$ cat src/rtl/shaman_nibble_bridge_pkg.sv
// Shared types and sizing helpers for the shaman pin-side nibble bridge.
// Optional feature macro used by the bridge: SHAMAN_BRIDGE_OVF_EN.
package shaman_pkg;

    localparam int NIB_W_DEF      = 4;
    localparam int WORD_W_DEF     = 32;
    localparam int DIGEST_W_DEF   = 256;
    localparam int FIFO_DEPTH_DEF = 8;

    typedef enum logic [1:0] {
        IDLE,
        LOAD,
        SHOW
    } out_state_t;

    function automatic int nibs_per_word(input int word_w, input int nib_w);
        return word_w / nib_w;
    endfunction

    function automatic int nibs_per_digest(input int digest_w, input int nib_w);
        return digest_w / nib_w;
    endfunction

    // Width of a counter that must hold values 0..n-1, never narrower than one bit.
    function automatic int cnt_w(input int n);
        return (n <= 1) ? 1 : $clog2(n);
    endfunction

    typedef logic [$clog2(WORD_W_DEF / NIB_W_DEF)-1:0]   word_nib_cnt_t;
    typedef logic [$clog2(DIGEST_W_DEF / NIB_W_DEF)-1:0] digest_nib_idx_t;

endpackage

$ cat src/rtl/shaman_sync_fifo.sv
// Synchronous first-word fall-through FIFO with occupancy count.
// Simultaneous push and pop is accepted at any level, including full.
module shaman_sync_fifo #(
    parameter int WIDTH = 32,
    parameter int DEPTH = 8
) (
    input  logic                   clk,
    input  logic                   rst,
    input  logic                   push,
    input  logic [WIDTH-1:0]       push_data,
    input  logic                   pop,
    output logic                   head_valid,
    output logic [WIDTH-1:0]       head_data,
    output logic [$clog2(DEPTH):0] count
);

    localparam int AW    = $clog2(DEPTH);
    localparam int CNT_W = AW + 1;

    logic [WIDTH-1:0] mem [DEPTH];
    logic [AW-1:0]    wr_ptr;
    logic [AW-1:0]    rd_ptr;
    logic             full;
    logic             pop_ok;
    logic             push_ok;

    assign full       = (count == CNT_W'(DEPTH));
    assign head_valid = (count != '0);
    assign pop_ok     = pop & head_valid;
    // When full, a push only lands if the head leaves in the same cycle.
    assign push_ok    = push & (~full | pop_ok);
    assign head_data  = head_valid ? mem[rd_ptr] : '0;

    // NOTE: storage has no reset; only pointers and count are reset, and the
    // head is masked while empty, so stale contents are never observable.
    always_ff @(posedge clk) begin
        if (push_ok) begin
            mem[wr_ptr] <= push_data;
        end
    end

    always_ff @(posedge clk or posedge rst) begin
        if (rst) begin
            wr_ptr <= '0;
            rd_ptr <= '0;
            count  <= '0;
        end else begin
            if (push_ok) begin
                wr_ptr <= wr_ptr + 1'b1;
            end
            if (pop_ok) begin
                rd_ptr <= rd_ptr + 1'b1;
            end
            case ({push_ok, pop_ok})
                2'b10:   count <= count + 1'b1;
                2'b01:   count <= count - 1'b1;
                default: count <= count;
            endcase
        end
    end

endmodule

$ cat src/rtl/shaman_nibble_bridge.sv
// Pin-side bridge for the shaman hash core: packs host nibbles into FIFO'd core words and
// streams the digest back one nibble per host strobe. Optional macro: SHAMAN_BRIDGE_OVF_EN.
module shaman_nibble_bridge
    import shaman_pkg::*;
#(
    parameter int NIB_W      = NIB_W_DEF,
    parameter int WORD_W     = WORD_W_DEF,
    parameter int FIFO_DEPTH = FIFO_DEPTH_DEF,
    parameter int DIGEST_W   = DIGEST_W_DEF
) (
    input  logic                clk,
    input  logic                rst,
    input  logic                in_strobe,
    input  logic [NIB_W-1:0]    in_nibble,
    input  logic                result_req,
    output logic [NIB_W-1:0]    out_nibble,
    output logic                busy,
    output logic                word_valid,
    output logic [WORD_W-1:0]   word_data,
    input  logic                word_ready,
    input  logic                digest_valid,
    input  logic [DIGEST_W-1:0] digest,
    output logic                digest_ack
`ifdef SHAMAN_BRIDGE_OVF_EN
    ,
    output logic                overflow
`endif
);

    localparam int NPW   = nibs_per_word(WORD_W, NIB_W);
    localparam int NPD   = nibs_per_digest(DIGEST_W, NIB_W);
    localparam int CW    = cnt_w(NPW);
    localparam int IW    = cnt_w(NPD);
    localparam int CNT_W = $clog2(FIFO_DEPTH) + 1;

    localparam logic [CW-1:0]    NIB_LAST  = CW'(NPW - 1);
    localparam logic [IW-1:0]    IDX_LAST  = IW'(NPD - 1);
    localparam logic [CNT_W-1:0] BUSY_LVL  = CNT_W'(FIFO_DEPTH - 1);
    localparam logic [CNT_W-1:0] FULL_LVL  = CNT_W'(FIFO_DEPTH);

    // Strobe synchronisers and edge detection
    logic             in_s, in_prev, res_s, res_prev;
    logic [NIB_W-1:0] nib_q;
    logic             in_edge, res_edge;

    // Packer
    logic [WORD_W-1:0] pack_sr;
    logic [WORD_W-1:0] pack_next;
    logic [CW-1:0]     nib_cnt;
    logic              push;

    logic [CNT_W-1:0]  fifo_count;
    logic              busy_q;

    // Digest output FSM
    out_state_t        state_q, state_d;
    logic [DIGEST_W-1:0] dig_sr_q, dig_sr_d;
    logic [IW-1:0]     idx_q, idx_d;

    assign in_edge   = in_s & ~in_prev;
    assign res_edge  = res_s & ~res_prev;
    assign pack_next = {pack_sr[WORD_W-NIB_W-1:0], nib_q};
    assign push      = in_edge && (nib_cnt == NIB_LAST);

    // NOTE: all clocked state uses non-blocking assignments so every register
    // samples pre-edge values regardless of statement order.
    always_ff @(posedge clk or posedge rst) begin
        if (rst) begin
            in_s     <= 1'b0;
            in_prev  <= 1'b0;
            res_s    <= 1'b0;
            res_prev <= 1'b0;
            nib_q    <= '0;
            pack_sr  <= '0;
            nib_cnt  <= '0;
        end else begin
            in_s     <= in_strobe;
            in_prev  <= in_s;
            res_s    <= result_req;
            res_prev <= res_s;
            nib_q    <= in_nibble;
            if (in_edge) begin
                pack_sr <= pack_next;
                nib_cnt <= (nib_cnt == NIB_LAST) ? '0 : nib_cnt + 1'b1;
            end
        end
    end

    shaman_sync_fifo #(
        .WIDTH (WORD_W),
        .DEPTH (FIFO_DEPTH)
    ) u_fifo (
        .clk        (clk),
        .rst        (rst),
        .push       (push),
        .push_data  (pack_next),
        .pop        (word_ready),
        .head_valid (word_valid),
        .head_data  (word_data),
        .count      (fifo_count)
    );

`ifdef SHAMAN_BRIDGE_OVF_EN
    logic overflow_q;
    logic drop;

    // A push into a full FIFO is lost unless the head leaves in the same cycle.
    assign drop     = push && (fifo_count == FULL_LVL) && !(word_valid && word_ready);
    assign overflow = overflow_q;

    always_ff @(posedge clk or posedge rst) begin
        if (rst) begin
            overflow_q <= 1'b0;
            busy_q     <= 1'b0;
        end else begin
            if (drop) begin
                overflow_q <= 1'b1;
            end
            busy_q <= (fifo_count >= BUSY_LVL) || (state_q == LOAD) || overflow_q;
        end
    end
`else
    always_ff @(posedge clk or posedge rst) begin
        if (rst) begin
            busy_q <= 1'b0;
        end else begin
            busy_q <= (fifo_count >= BUSY_LVL) || (state_q == LOAD);
        end
    end
`endif

    assign busy = busy_q;

    always_ff @(posedge clk or posedge rst) begin
        if (rst) begin
            state_q  <= IDLE;
            dig_sr_q <= '0;
            idx_q    <= '0;
        end else begin
            state_q  <= state_d;
            dig_sr_q <= dig_sr_d;
            idx_q    <= idx_d;
        end
    end

    // NOTE: every output of this block is defaulted first, so no path leaves a
    // variable unassigned and no latch is inferred.
    always_comb begin
        state_d  = state_q;
        dig_sr_d = dig_sr_q;
        idx_d    = idx_q;
        case (state_q)
            IDLE: begin
                if (digest_valid) begin
                    state_d  = LOAD;
                    dig_sr_d = digest;
                    idx_d    = '0;
                end
            end
            LOAD: begin
                state_d = SHOW;
            end
            SHOW: begin
                if (res_edge) begin
                    if (idx_q != IDX_LAST) begin
                        dig_sr_d = {dig_sr_q[DIGEST_W-NIB_W-1:0], {NIB_W{1'b0}}};
                        idx_d    = idx_q + 1'b1;
                    end else begin
                        state_d = IDLE;
                    end
                end
            end
            default: begin
                state_d = IDLE;
            end
        endcase
    end

    // Both outputs decode registered state only, so they are glitch-free to the pins.
    assign out_nibble = (state_q == SHOW) ? dig_sr_q[DIGEST_W-1 -: NIB_W] : '0;
    assign digest_ack = (state_q == LOAD);

endmodule
$ cat config.mk
export PLATFORM = sky130hd
export DESIGN_NAME = shaman_nibble_bridge
export DESIGN_NICKNAME = d
export VERILOG_FILES = /design/src/rtl/shaman_nibble_bridge_pkg.sv /design/src/rtl/shaman_sync_fifo.sv /design/src/rtl/shaman_nibble_bridge.sv
export SDC_FILE = /design/constraint.sdc
export NUM_CORES = 1
export LEC_CHECK = 0
export CORE_MARGIN = 5
export CORE_UTILIZATION = 50
export DETAILED_ROUTE_END_ITERATION = 8
export PLACE_DENSITY = 0.73
export SYNTH_ARGS = -nofsm -noshare
export SYNTH_HDL_FRONTEND = slang
export SYNTH_SLANG_ARGS = --single-unit
$ cat constraint.sdc
create_clock -name clk -period 20.5 [get_ports clk]
set_clock_uncertainty 0.2 [all_clocks]
set_input_delay 3.075 -clock clk [delete_from_list [all_inputs] [get_ports clk]]
set_output_delay 3.075 -clock clk [all_outputs]
set_load 0.02 [all_outputs]
# Word-level counts from Yosys, hierarchy flattened
# Memories as Yosys holds them, arrays and structs flattened.
# Cells that the tools add are included.
# word_totals
out_inout_bits	39
mem_count	1
mem_bits_ro	0
input_bits	266
elab_cells	67
register_bits	314
ramBits	256
latchBits	0
# memory_table
memory	depth	word_bits	read_ports	rd_ports_with_merged_regs	write_ports	line	text
u_fifo.mem	8	32	1	0	1	shaman_sync_fifo.sv:20	logic [WIDTH-1:0] mem [DEPTH];
# op_classes
reduce_logical	8
order_cmp	1
add_sub_neg	6
mux	18
n_mul	0
eq_ne	11
bitwise	8
shifts	0
div_mod_pow	0
# op_table
op	count
256-bit 2-to-1 mux	3
256-bit one-hot mux with 2 select lines	1
32-bit 2-to-1 mux	1
6-bit 2-to-1 mux	3
6-bit one-hot mux with 2 select lines	1
3-bit by 1-bit adder with 3-bit output (second input constant)	3
2-bit inequality test (second input constant)	4
4-bit one-hot mux with 2 select lines	1
6-bit by 1-bit adder with 6-bit output (second input constant)	1
2-bit 2-to-1 mux	3
6-bit inequality test (second input constant)	1
2-bit one-hot mux with 3 select lines	1
4-bit by 1-bit adder with 4-bit output (second input constant)	1
1-bit AND	4
2-bit by 1-bit == test with 1-bit output (second input constant)	2
2-bit == test (second input constant)	2
4-bit == test (second input constant)	1
4-bit by 3-bit >= comparator with 1-bit output (second input constant)	1
4-bit 2-to-1 mux	1
4-bit AND reduction	1
2-bit nonzero test	2
4-bit nonzero test	1
4-bit by 1-bit subtractor with 4-bit output (second input constant)	1
3-bit == test (second input constant)	1
other kinds (8)	11

# Depth between registers and ports, before layout
# logic_depth
ltp_word	6
ltp_mapped	11
depth_no_buf	10

# By module
# From an unflattened synthesis, not the netlist that was laid out.
# hier_totals
hier_cells	2026
area_unflattened_um2	24109.4
# modules_own_cells
mod	cells_per_inst	n_inst	seq_area_each_um2	area_per_inst_um2
shaman_nibble_bridge	1551	1	7607.3	13735.7
shaman_sync_fifo	475	1	7937.6	10373.7

# Least setup slack after synthesis
# OpenSTA, ideal clock, no wires.
# synth_timing
path_kind	input to register
startpoint	in word_ready
endpoint	mem u_fifo.mem[1][0], enable pin
n_path_buf	0
setup_ps	513
setup_slack_ps	12943
arrival_time_ps	6844
stages	3
t_required_ps	19787
path_cell_list	inv_1 a31oi_1 nor4b_1
# synth_between
elab_chain_len	5
# synth_rtl
element	line	text
start: declaration	shaman_nibble_bridge.sv:20	input logic word_ready,
1-bit AND	shaman_sync_fifo.sv:29	assign pop_ok = pop & head_valid;
1-bit bitwise OR	shaman_sync_fifo.sv:31	assign push_ok = push & (~full | pop_ok);
1-bit AND	shaman_sync_fifo.sv:31	
1-bit 2-to-1 mux	shaman_sync_fifo.sv:37	if (push_ok) begin
1-bit 2-to-1 mux (not written as such)	shaman_sync_fifo.sv:38	mem[wr_ptr] <= push_data;
end: declaration	shaman_sync_fifo.sv:20	
# No other way between the ends.

# Final worst setup path
# layout_timing
startpoint	reg u_fifo.rd_ptr[0]
endpoint	out word_data[20]
# layout_between
elab_chain_len	2
# layout_rtl
element	line	text
start: declaration	shaman_sync_fifo.sv:22	logic [AW-1:0] rd_ptr;
start signal: assignment	shaman_sync_fifo.sv:52	rd_ptr <= rd_ptr + 1'b1;
memory read 8 x 32 bit	n/a	
32-bit 2-to-1 mux	shaman_sync_fifo.sv:32	assign head_data = head_valid ? mem[rd_ptr] : '0;
end: declaration	shaman_nibble_bridge.sv:19	output logic [WORD_W-1:0] word_data,
# No other way between the ends.

==> results.rst <==
.. list-table::
   :header-rows: 1

   * - Metric
     - Value
   * - Crit Path Category
     - reg -> out
   * - Max incr delay on CP
     - 780 ps
   * - Share of post-route cells with drive strength above 1
     - between 10 and 15%
   * - Placement Cell Area
     - between 20000 and 30000 µm²
   * - Synth Flop Type
     - sky130_fd_sc_hd__dfrtp_1
   * - Area of the multi-input gates
     - roughly 8100 µm²
   * - Critical path startpoint category
     - flip-flop
   * - FMAX
     - between 100 and 150 MHz
   * - Ordered cell list for the critical path
     - buf_4 -> mux4_2 -> mux2i_1 -> nor2_1 -> clkdlybuf4s50_1
   * - Final setup violation count
     - 0
   * - TritonCTS clock tree
     - built
   * - Final design instance area without fill
     - just under 30000 µm²
   * - Largest cells by area after synthesis
     - sky130_fd_sc_hd__dfrtp_1 33%, sky130_fd_sc_hd__edfxtp_1 32%, sky130_fd_sc_hd__mux2i_1 12%
   * - Normalized max-slew margin
     - 19.1%
   * - Floorplan core area
     - roughly 48000 µm²
   * - Number of flip-flops and latches in the synthesized netlist
     - between 500 and 600
   * - Synthesized instance count
     - 1741
   * - Die extent in y
     - approximately 230 µm
   * - Fillcell total
     - between 3000 and 4000
   * - Arrival time of the worst setup path
     - around 3600 ps
   * - Share of power burned in registers
     - about two fifths
   * - Average routed wire per standard cell
     - about 22 µm
   * - Vias in the first global route
     - about 16000
   * - Max Root-Sink Buffers
     - 3
   * - I/O Buffers
     - about 300
   * - Number of top-level pins
     - ~310
   * - Portion of the clock cycle consumed by the worst path in the final layout
     - around 34%
   * - Switching share of power
     - roughly a third
   * - Combinational share of power
     - around a third
   * - Yosys Warn Count
     - 0
   * - Outcome
     - completed
   * - Sort of element at the end of the critical path
     - output port
   * - Max Fanout on Critical Path
     - 40
   * - Unrepaired setup endpoints after global routing
     - no
   * - Post-Synthesis Mean Instance Area
     - 13.9 µm²
   * - Total internal power
     - between 0.002 and 0.003 W
   * - Leakage power figure
     - ~12 nW
   * - Max-capacitance violation count
     - 0
   * - Cell at the slowest stage of the critical path
     - sky130_fd_sc_hd__dfrtp_4
   * - Post-CTS Setup Repair Bufs
     - 0
   * - Post-route ant nets
     - 0
   * - Number of buffers and inverters on the critical path
     - 2
   * - Count of routing violations after the opening detailed-route iteration
     - about 1200
   * - Fraction of power consumed by the clock network
     - approximately 26%
   * - Largest delay share family, worst path
     - buffers and inverters
   * - Slew at the pin closest to its max-slew limit
     - ~1200 ps
   * - P per Cell Area
     - 140 nW/µm²
   * - Worst slack after detailed placement
     - ~14000 ps
   * - Cell chosen for the clock root
     - sky130_fd_sc_hd__clkbuf_16
   * - Hold crit path type
     - reg -> reg
   * - Reg clk slew, reported paths
     - ~60 ps
   * - Largest net degree at the start of global routing
     - 264
   * - Worst IR Drop VDD
     - roughly 0.094 mV
   * - Number of hold-repair buffers added at the cts stage
     - 0
   * - GRT Util Overall
     - between 20% and 30%
   * - Antenna violations before repair
     - 23
   * - Initial cell density of the core
     - between 50 and 60%
   * - Fin Setup TNS
     - 0 ps
   * - Final-report hold violation count
     - 0
   * - Min setup slack post-route
     - between 10000 and 15000 ps
   * - Clock sink count
     - between 500 and 600
   * - First drt pass iteration count
     - 5
   * - Number of enable flip-flop cells after synthesis
     - roughly 260
   * - Final Critical Period
     - 6910 ps
   * - Netlist Area Pre-Place
     - 24200 µm²
   * - Width of the die
     - roughly 230 µm
   * - Count of H-tree levels built during CTS
     - 2
   * - Sequential cell area fraction in the yosys report
     - ~64%
   * - Number of resized instances in the post-cts repair step
     - 0
   * - TritonCTS Buffers
     - 58
   * - Mean number of vias per cell
     - a little under 6
   * - Final routed DRC violation total
     - 0
   * - Post-synthesis to final-layout area growth
     - 22.8%
   * - Synthesized Nets
     - 2015
   * - Cell Rows
     - 80
   * - Wire length of the first global-routing pass
     - roughly 90000 µm
   * - Routability cong.
     - 0.827
   * - Switching power summed over all nets
     - ~0.0014 W
   * - Total wire length
     - around 58000 µm
   * - Async S/R FF share, synth
     - 55.1%
   * - FF+latch area
     - between 15000 and 20000 µm²
   * - Clock latency on the worst-skew pair
     - just over 600 ps
   * - Proportion of netlist area held by the largest area contributor
     - about a third
   * - Total gr overflow
     - 0
   * - Total number of vias
     - 15521
   * - Library cells used by synthesis
     - 43
   * - Library cell occupying the most area in the post-synthesis netlist
     - sky130_fd_sc_hd__dfrtp_1
   * - Fin. max-slew vios
     - 0
   * - Post-detailed-placement half-perimeter wirelength
     - 34100 µm
   * - Count of nets after finishing
     - 2258
   * - Required time of the critical path
     - around 17000 ps
   * - Die Area
     - between 50000 and 60000 µm²
[kinds of logic (layout without fill, tap and decap cells)]
group	count (synthesis)	count (layout)	synth area share (%)
buffers and inverters	149	441	2.64
xor gates and xnor gates	9	9	0.326
adders and majority gates	8	8	0.414
AOI/OAI and AO/OA	536	536	11.3
and+or+nand+nor	89	89	1.83
other	0	9	0
muxes	380	380	19.2
DFF	570	570	64.3
[cell usage after synthesis (3+ instances only)]
master,number
sky130_fd_sc_hd__o21ai_0,396
sky130_fd_sc_hd__dfrtp_1,314
sky130_fd_sc_hd__mux2i_1,284
sky130_fd_sc_hd__edfxtp_1,256
sky130_fd_sc_hd__o21ai_1,125
sky130_fd_sc_hd__clkbuf_1,81
sky130_fd_sc_hd__mux4_2,64
sky130_fd_sc_hd__buf_2,52
sky130_fd_sc_hd__nor2_1,40
sky130_fd_sc_hd__mux2_2,32
sky130_fd_sc_hd__nand2_1,13
sky130_fd_sc_hd__buf_1,9
sky130_fd_sc_hd__ha_1,8
sky130_fd_sc_hd__nand3_1,6
sky130_fd_sc_hd__inv_1,5
sky130_fd_sc_hd__nor3_1,5
sky130_fd_sc_hd__xor2_1,5
sky130_fd_sc_hd__a21oi_1,4
sky130_fd_sc_hd__and2_1,4
sky130_fd_sc_hd__nor3b_1,4
sky130_fd_sc_hd__xnor2_1,4
sky130_fd_sc_hd__nand2b_1,3
sky130_fd_sc_hd__nand3b_1,3
sky130_fd_sc_hd__nor2b_1,3
[sequential cells by signal (all words and copies together) (netlist names), 2 cells and up]
register,flops
dig_sr_q,256
u_fifo.wr_ptr,3
u_fifo.count,4
u_fifo.mem,256
u_fifo.rd_ptr,3
pack_sr,28
state_q,2
nib_q,4
nib_cnt,3
idx_q,6
[through the flow]
stage	util [%]	total power [W]	instances	hold WS, ps
after detailed placement	58.0	0.00312	2539	183
final	62.2	0.00417	2657	195
after floorplan	-	0.00269	1741	155
after global placement	58.0	0.00307	2539	187
after global routing	62.1	0.00442	2650	207
after CTS	62.1	0.00421	2648	199
[power by group through the flow]
| stage | Sequential [W] | Combinational (W) | Clock (W) |
|---|---|---|---|
| 6_report | 0.00175 | 0.00134 | 0.00108 |
| 5_1_grt | 0.00179 | 0.00148 | 0.00115 |
| 4_1_cts | 0.00175 | 0.00136 | 0.00111 |
| 3_5_place_dp | 0.00176 | 0.00136 | 0 |
| 3_3_place_gp | 0.00175 | 0.00132 | 0 |
| 2_1_floorplan | 0.00167 | 0.00102 | 0 |
[cells in the final DEF, fill, tap and decap left out, drive strengths merged, types with 2 or more instances in the layout]
| cell | n |
|---|---|
| inv | 8 |
| clkdlybuf4s50 | 304 |
| nor4 | 2 |
| bufinv | 6 |
| xor2 | 5 |
| nor2 | 40 |
| edfxtp | 256 |
| a21oi | 4 |
| nand3b | 3 |
| nand2 | 13 |
| a21o | 2 |
| ha | 8 |
| clkbuf | 83 |
| nor3 | 5 |
| buf | 23 |
| clkinv | 15 |
| nor2b | 3 |
| mux2 | 32 |
| xnor2 | 4 |
| clkinvlp | 2 |
| diode | 9 |
| dfrtp | 314 |
| nor3b | 5 |
| mux2i | 284 |
| o21ai | 521 |
| o41ai | 2 |
| and2 | 4 |
| nand2b | 3 |
| mux4 | 64 |
| nand3 | 6 |
[path summary, 6_finish.rpt]
| check | start | end | slack [ps] | cells after the start |
|---|---|---|---|---|
| hold reg to reg | in_s | in_prev | 190 | 0 |
| min in group asynchronous | rst | dig_sr_q[36] | 2720 | 2 |
| setup reg to reg | state_q[1] | dig_sr_q[90] | 16510 | 6 |
| hold / removal | in_s | in_prev | 190 | 0 |
| max in group asynchronous | rst | dig_sr_q[184] | 15160 | 4 |
| setup / recovery | u_fifo.rd_ptr[0] | word_data[20] | 13590 | 5 |
[cell type report]
cell class | count | area share (%)
timing repair buffer | 327 | 11.0
clock inverter | 26 | 1.12
antenna | 9 | 0.0759
multi-input combinational | 1022 | 27.2
clock buffer | 83 | 5.54
inverter | 5 | 0.0885
tap | 615 | 2.59
sequential | 570 | 52.4
[metal layers]
| metal | part of all wire [%] | vias up | track usage, % |
|---|---|---|---|
| met5 | 0.42 | - | 0 |
| met4 | 2.3 | 34 | 5.27 |
| met3 | 7.4 | 123 | 6.82 |
| met2 | 49 | 414 | 34.5 |
| met1 | 41 | 7925 | 28.5 |
| li1 | - | 7025 | - |
Power figures use the tool's default switching activity.
